$ cat src/rtl/ring_pkg.sv
// rtl/ring_pkg.sv - shared types and helper functions for the ring-code decoder
package ring_pkg;

  typedef enum logic {HUNT, LOCKED} ring_state_t;

  typedef enum logic [1:0] {CLS_ZERO, CLS_ONEHOT, CLS_ILLEGAL} ring_class_t;

  // Helpers work on a fixed wide vector; callers zero-extend and pass the real width.
  localparam int RING_MAXW = 32;
  typedef logic [RING_MAXW-1:0] ring_vec_t;

  function automatic ring_vec_t ring_succ(input ring_vec_t c, input int w);
    ring_vec_t r;
    r = '0;
    for (int i = 0; i < RING_MAXW - 1; i++) begin
      if (i < w - 1) r[i] = c[i+1];
    end
    r[w-1] = c[0];
    return r;
  endfunction

  function automatic ring_class_t onehot_class(input ring_vec_t c);
    int n;
    n = $countones(c);
    if (n == 0) return CLS_ZERO;
    if (n == 1) return CLS_ONEHOT;
    return CLS_ILLEGAL;
  endfunction

  function automatic int onehot2idx(input ring_vec_t c, input int w);
    int idx;
    idx = 0;
    for (int i = 0; i < RING_MAXW; i++) begin
      if (i < w && c[i]) idx = w - 1 - i;
    end
    return idx;
  endfunction

endpackage

$ cat src/rtl/ring_onehot_check.sv
// rtl/ring_onehot_check.sv - combinational classifier and one-hot to index converter
module ring_onehot_check
  import ring_pkg::*;
#(
  parameter int BIT = 4
) (
  input  logic [BIT-1:0]         i_ring,
  output ring_class_t            o_class,
  output logic [$clog2(BIT)-1:0] o_index
);

  localparam int IW = $clog2(BIT);

  ring_vec_t w_ext;

  assign w_ext   = ring_vec_t'(i_ring);
  assign o_class = onehot_class(w_ext);
  assign o_index = IW'(onehot2idx(w_ext, BIT));

endmodule

$ cat src/rtl/ring_decoder.sv
// rtl/ring_decoder.sv - ring-counter receive monitor: lock tracking, index, lap and error counts
module ring_decoder
  import ring_pkg::*;
#(
  parameter int BIT    = 4,
  parameter int LOCK_N = 2,
  parameter int LAPW   = 8,
  parameter int ERRW   = 8
) (
  input  logic                   clk,
  input  logic                   clr_n,
  input  logic                   en,
  input  logic [BIT-1:0]         ring_in,
  output logic [$clog2(BIT)-1:0] index,
  output logic                   valid,
  output logic                   locked,
  output logic                   err,
  output logic [LAPW-1:0]        lap_count,
  output logic [ERRW-1:0]        err_count
);

  localparam int IW = $clog2(BIT);
  localparam int SW = $clog2(LOCK_N + 1);

  ring_state_t       r_state;
  logic [BIT-1:0]    r_prev;
  logic              r_prev_vld;
  logic [SW-1:0]     r_stepcnt;
  logic [IW-1:0]     r_index;
  logic              r_valid;
  logic              r_locked;
  logic              r_err;
  logic [LAPW-1:0]   r_lap;
  logic [ERRW-1:0]   r_errc;

  ring_class_t       w_class;
  logic [IW-1:0]     w_idx;
  logic [BIT-1:0]    w_succ;
  logic              w_is_succ;
  logic [SW-1:0]     w_step_nxt;
  logic [ERRW-1:0]   w_errc_nxt;

  ring_onehot_check #(.BIT(BIT)) u_check (
    .i_ring  (ring_in),
    .o_class (w_class),
    .o_index (w_idx)
  );

  assign w_succ     = BIT'(ring_succ(ring_vec_t'(r_prev), BIT));
  assign w_is_succ  = r_prev_vld && (ring_in == w_succ);
  assign w_step_nxt = r_stepcnt + SW'(1);
  assign w_errc_nxt = (&r_errc) ? r_errc : r_errc + ERRW'(1);

  always_ff @(posedge clk or negedge clr_n) begin
    if (!clr_n) begin
      r_state    <= HUNT;
      r_prev     <= '0;
      r_prev_vld <= 1'b0;
      r_stepcnt  <= '0;
      r_index    <= '0;
      r_valid    <= 1'b0;
      r_locked   <= 1'b0;
      r_err      <= 1'b0;
      r_lap      <= '0;
      r_errc     <= '0;
    end else begin
      r_err <= 1'b0;
      if (en) begin
        case (r_state)
          HUNT: begin
            case (w_class)
              CLS_ONEHOT: begin
                r_prev     <= ring_in;
                r_prev_vld <= 1'b1;
                if (w_is_succ) begin
                  if (w_step_nxt >= SW'(LOCK_N)) begin
                    r_state   <= LOCKED;
                    r_stepcnt <= '0;
                    r_index   <= w_idx;
                    r_valid   <= 1'b1;
                    r_locked  <= 1'b1;
                  end else begin
                    r_stepcnt <= w_step_nxt;
                  end
                end else begin
                  r_stepcnt <= '0;
                end
              end
              CLS_ILLEGAL: begin
                r_err      <= 1'b1;
                r_errc     <= w_errc_nxt;
                r_stepcnt  <= '0;
                r_prev_vld <= 1'b0;
              end
              default: begin
                r_stepcnt  <= '0;
                r_prev_vld <= 1'b0;
              end
            endcase
          end
          LOCKED: begin
            case (w_class)
              CLS_ONEHOT: begin
                r_prev <= ring_in;
                if (w_is_succ) begin
                  r_index <= w_idx;
                  // Leaving the LSB-hot position closes a lap.
                  if (r_prev[0]) r_lap <= r_lap + LAPW'(1);
                end else begin
                  r_err      <= 1'b1;
                  r_errc     <= w_errc_nxt;
                  r_state    <= HUNT;
                  r_stepcnt  <= '0;
                  r_prev_vld <= 1'b1;
                  r_valid    <= 1'b0;
                  r_locked   <= 1'b0;
                end
              end
              CLS_ILLEGAL: begin
                r_err      <= 1'b1;
                r_errc     <= w_errc_nxt;
                r_state    <= HUNT;
                r_stepcnt  <= '0;
                r_prev_vld <= 1'b0;
                r_valid    <= 1'b0;
                r_locked   <= 1'b0;
              end
              default: begin
                r_state    <= HUNT;
                r_stepcnt  <= '0;
                r_prev_vld <= 1'b0;
                r_valid    <= 1'b0;
                r_locked   <= 1'b0;
              end
            endcase
          end
          default: r_state <= HUNT;
        endcase
      end
    end
  end

  assign index     = r_index;
  assign valid     = r_valid;
  assign locked    = r_locked;
  assign err       = r_err;
  assign lap_count = r_lap;
  assign err_count = r_errc;

endmodule

$ cat config.mk
export PLATFORM = sky130hd
export DESIGN_NAME = ring_decoder
export DESIGN_NICKNAME = d
export VERILOG_FILES = /design/src/rtl/ring_pkg.sv /design/src/rtl/ring_onehot_check.sv /design/src/rtl/ring_decoder.sv
export SDC_FILE = /design/constraint.sdc
export NUM_CORES = 1
export LEC_CHECK = 0
export CAP_MARGIN = 5
export CORE_MARGIN = 1.5
export CORE_UTILIZATION = 26
export CTS_BUF_LIST = sky130_fd_sc_hd__clkbuf_8
export CTS_CLUSTER_SIZE = 14
export DETAILED_ROUTE_END_ITERATION = 6
export PLACE_DENSITY_LB_ADDON = 0.25
export SETUP_SLACK_MARGIN = 0.1
export SLEW_MARGIN = 25
export SYNTH_ARGS = -nofsm -noshare
export SYNTH_HDL_FRONTEND = slang
export SYNTH_SLANG_ARGS = --single-unit
$ cat constraint.sdc
create_clock -name clk -period 1.95 [get_ports clk]
set_input_delay 0.585 -clock clk [delete_from_list [all_inputs] [get_ports clk]]
set_output_delay 0.585 -clock clk [all_outputs]
set_load 0.005 [all_outputs]
==> summary.txt <==
Status
  • Status: complete, but fails checks
  • Failing checks: setup timing

Timing
  • Slew Limit Fails: 0
  • Worst Skew: 3.60 ps
  • Fmax: 394 MHz
  • Worst Tran Pin Value: 447 ps
  • Worst slew margin: 70.0%
  • WHS: 473 ps
  • RSZ-0062 raised after global routing: true
  • Setup TNS Final: -11,660 ps
  • Tmin final: 2540 ps
  • Final setup viols: 27
  • PnR worst setup slack: -588 ps
  • Final hold vios: 0
  • Period Utilization, post-route: 130%

Detailed routing
  • DR WL/cell: 12.7 um
  • Drt total wl: 3.36 mm
  • Starting DRT DRC Count: 43
  • Via count: 1,173
  • Post-DRT Antenna Nets: 0
  • DRT Pass-1 Iters: 4
  • Via density: 4.44
  • Residual DRC: 0

Floorplan
  • DIE WIDTH: 78.2 um
  • # IOs: 28
  • Die H: 78.2 um
  • Die Area: 6110 um2
  • Initial cell density of the core: 26.9%
  • Num rows: 27
  • Core Region: 5470 um2

Power and ir drop
  • Power Density: 871 nW/um2
  • Comb pwr share: 37.4%
  • Switching power share of the total: 28.5%
  • LEAKAGE: 0.00109 uW
  • Power share of the clock group: 22.9%
  • Peak supply drop: 0.430 mV
  • Reg power frac: 39.7%
  • P_int: 1440 uW
  • Switching pwr: 574 uW

Finish
  • Area delta synth->final: 57.4%
  • Most frequent cells in the layout: buf_4 (30), dfrtp_1 (26), clkdlybuf4s50_1 (22)
  • Fin util: 42.3%
  • Layout cells sized above 1: 40.6%
  • Most common cell after layout, fill and taps aside: buf_4
  • Final instance area: 2310 um2
  • Antenna cells: 0
  • Fin nets: 209
  • # fillers: 531

Clock tree
  • Maximum clock path buffer count: 2
  • CTS tree: done
  • CTS Sinks: 28
  • Reg clk slew, reported paths: 100 ps
  • CTS Hold Bufs: 0
  • CTS buffer count: 3
  • H-tree depth: 1
  • Skew-Pair Late Insertion Delay: 270 ps
  • CTS root buffer: clkbuf_8

GRT
  • GRT Util Overall: 11.5%
  • GRT Residual Overflow: 0
  • Largest net degree at the start of global routing: 29
  • Initial antenna violation count: 0
  • Vias in the first global route: 1,201
  • First-pass GRT wire length: 5.59 mm

Worst setup path
  • Cell repeated most along the worst path: ha_4
  • Crit path kind: input pin to flop
  • Max FO, Critical Path: 8
  • Critical-path top delay cell: or4_4
  • Worst path required time: 2120 ps
  • Crit path largest cell delay: 530 ps
  • Critical path's top delay family: simple AND/OR/NAND/NOR gates
  • Crit end category: flop
  • Worst Path Arrival: 2710 ps
  • Crit path buf inv count: 2
  • CP Cell Sequence: buf_12, inv_12, ha_4, ha_4, fa_2, nor3b_4, nand2_2, or4_4, mux2_4
  • Crit start category: input pin

Yosys
  • Syn_nets: 146
  • Cell Area, Synth: 1470 um2
  • Yosys warns: 0
  • Flops & latches, synth: 28
  • Seq/Total Area, Yosys: 47.7%
  • Post-Synthesis Cells: 130
  • Average size of a mapped cell: 11.3 um2
  • Count of cell types in the netlist: 34

Placement
  • GP Congestion: 0.794
  • Placed Area: 2020 um2
  • Port bufs: 27
  • Dpl hpwl: 2.33 mm

Run
  • Max-cap violations: 0

Hold path
  • Hold WC Path Type: flop to flop
-- power groups by stage --
| stage | combinational [uW] | clock (uW) | sequential [uW] |
|---|---|---|---|
| final | 754 | 461 | 801 |
| after global routing | 825 | 494 | 824 |
| after CTS | 687 | 476 | 807 |
| after detailed placement | 608 | 0 | 827 |
| after global placement | 596 | 0 | 819 |
| after floorplan | 313 | 0 | 808 |
-- synthesized netlist by cell type --
cell type,count,area share (%)
dfrtp_1,28,48
ha_1,8,6.8
o31ai_2,1,0.85
nand2_1,9,2.3
buf_6,1,0.77
mux2_1,1,0.77
fa_1,1,1.4
nand3b_1,1,0.51
xnor2_2,1,1.1
o21ai_0,2,0.68
o211ai_1,1,0.51
or3_1,1,0.43
nand3_1,7,2.4
and2_1,1,0.43
xor2_1,10,6.0
o21bai_1,1,0.51
nor3_2,2,1.4
a21oi_1,5,1.7
xnor2_1,7,4.2
or4_4,1,0.77
a211o_1,1,0.60
nand4_1,3,1.3
a41oi_1,1,0.60
nor3_1,4,1.4
and3_1,1,0.43
buf_4,1,0.51
inv_1,7,1.8
o311a_1,1,0.68
nand2_2,1,0.43
nor2_1,9,2.3
clkbuf_1,2,0.51
mux2_2,8,6.1
nor3_4,1,1.1
nor3b_4,1,1.3
-- per-layer routing --
metal,global-route usage (%),vias to the layer above,share of wire (%)
met2,20.2,20,52
met4,4.64,0,1.3
met1,14.2,582,45
li1,-,567,-
met5,0,-,0
met3,1.74,4,2.5
-- flip-flops by register name, summed over array words and instances (netlist names) --
register and count:
lap_count 8, locked 1, r_prev_vld 1, err_count 8, r_prev 4, index 2, err 1, r_state 1
r_stepcnt 2
-- metrics by stage --
| stage | instances | setup slack (ps) | total power, uW |
|---|---|---|---|
| after floorplan | 130 | -866 | 1120 |
| after global placement | 244 | -1460 | 1410 |
| after detailed placement | 244 | -1510 | 1430 |
| after CTS | 252 | -692 | 1970 |
| after global routing | 264 | -643 | 2140 |
| final | 264 | -588 | 2020 |
-- logic make-up (layout without fill, tap and decap cells) --
family / count (synthesis) / in the layout / share of synthesized area, %
muxes: 9 / 9 / 6.89
AOI/OAI and AO/OA: 13 / 13 / 6.13
adders and majority gates: 9 / 9 / 8.17
and+or+nand+nor: 42 / 42 / 16.3
xor gates and xnor gates: 18 / 18 / 11.2
DFF: 28 / 28 / 47.7
buffers and inverters: 11 / 73 / 3.58
-- path summary, 6_finish.rpt --
check,from,to,slack (ps),depth (start not counted)
setup / recovery,ring_in[1],lap_count[1],-590,9
hold / removal,lap_count[7],lap_count[7],470,1
setup reg to reg,r_prev[3],err_count[3],120,7
hold reg to reg,lap_count[7],lap_count[7],470,1
max in group asynchronous,clr_n,err_count[3],970,2
min in group asynchronous,clr_n,index[1],690,2
-- timing repair --
| action | in CTS | in global routing |
|---|---|---|
| resized for setup | 39 | 13 |
| buffers inserted | 5 | 13 |
| pin swaps | 9 | 4 |
| endpoints found under the setup margin | 30 | 38 |
-- final cells by class --
type                            count  area [um2]  share of cell area (%)
Inverter                            7        41.3                    1.78
Clock buffer                        3        41.3                    1.78
Multi-Input combinational cell     91         841                    36.3
Tap cell                           72        90.1                    3.89
Clock inverter                      1        30.0                    1.30
Sequential cell                    28         703                    30.4
Timing Repair Buffer               62         568                    24.5
No activity file was read; power rests on OpenSTA's default activity.
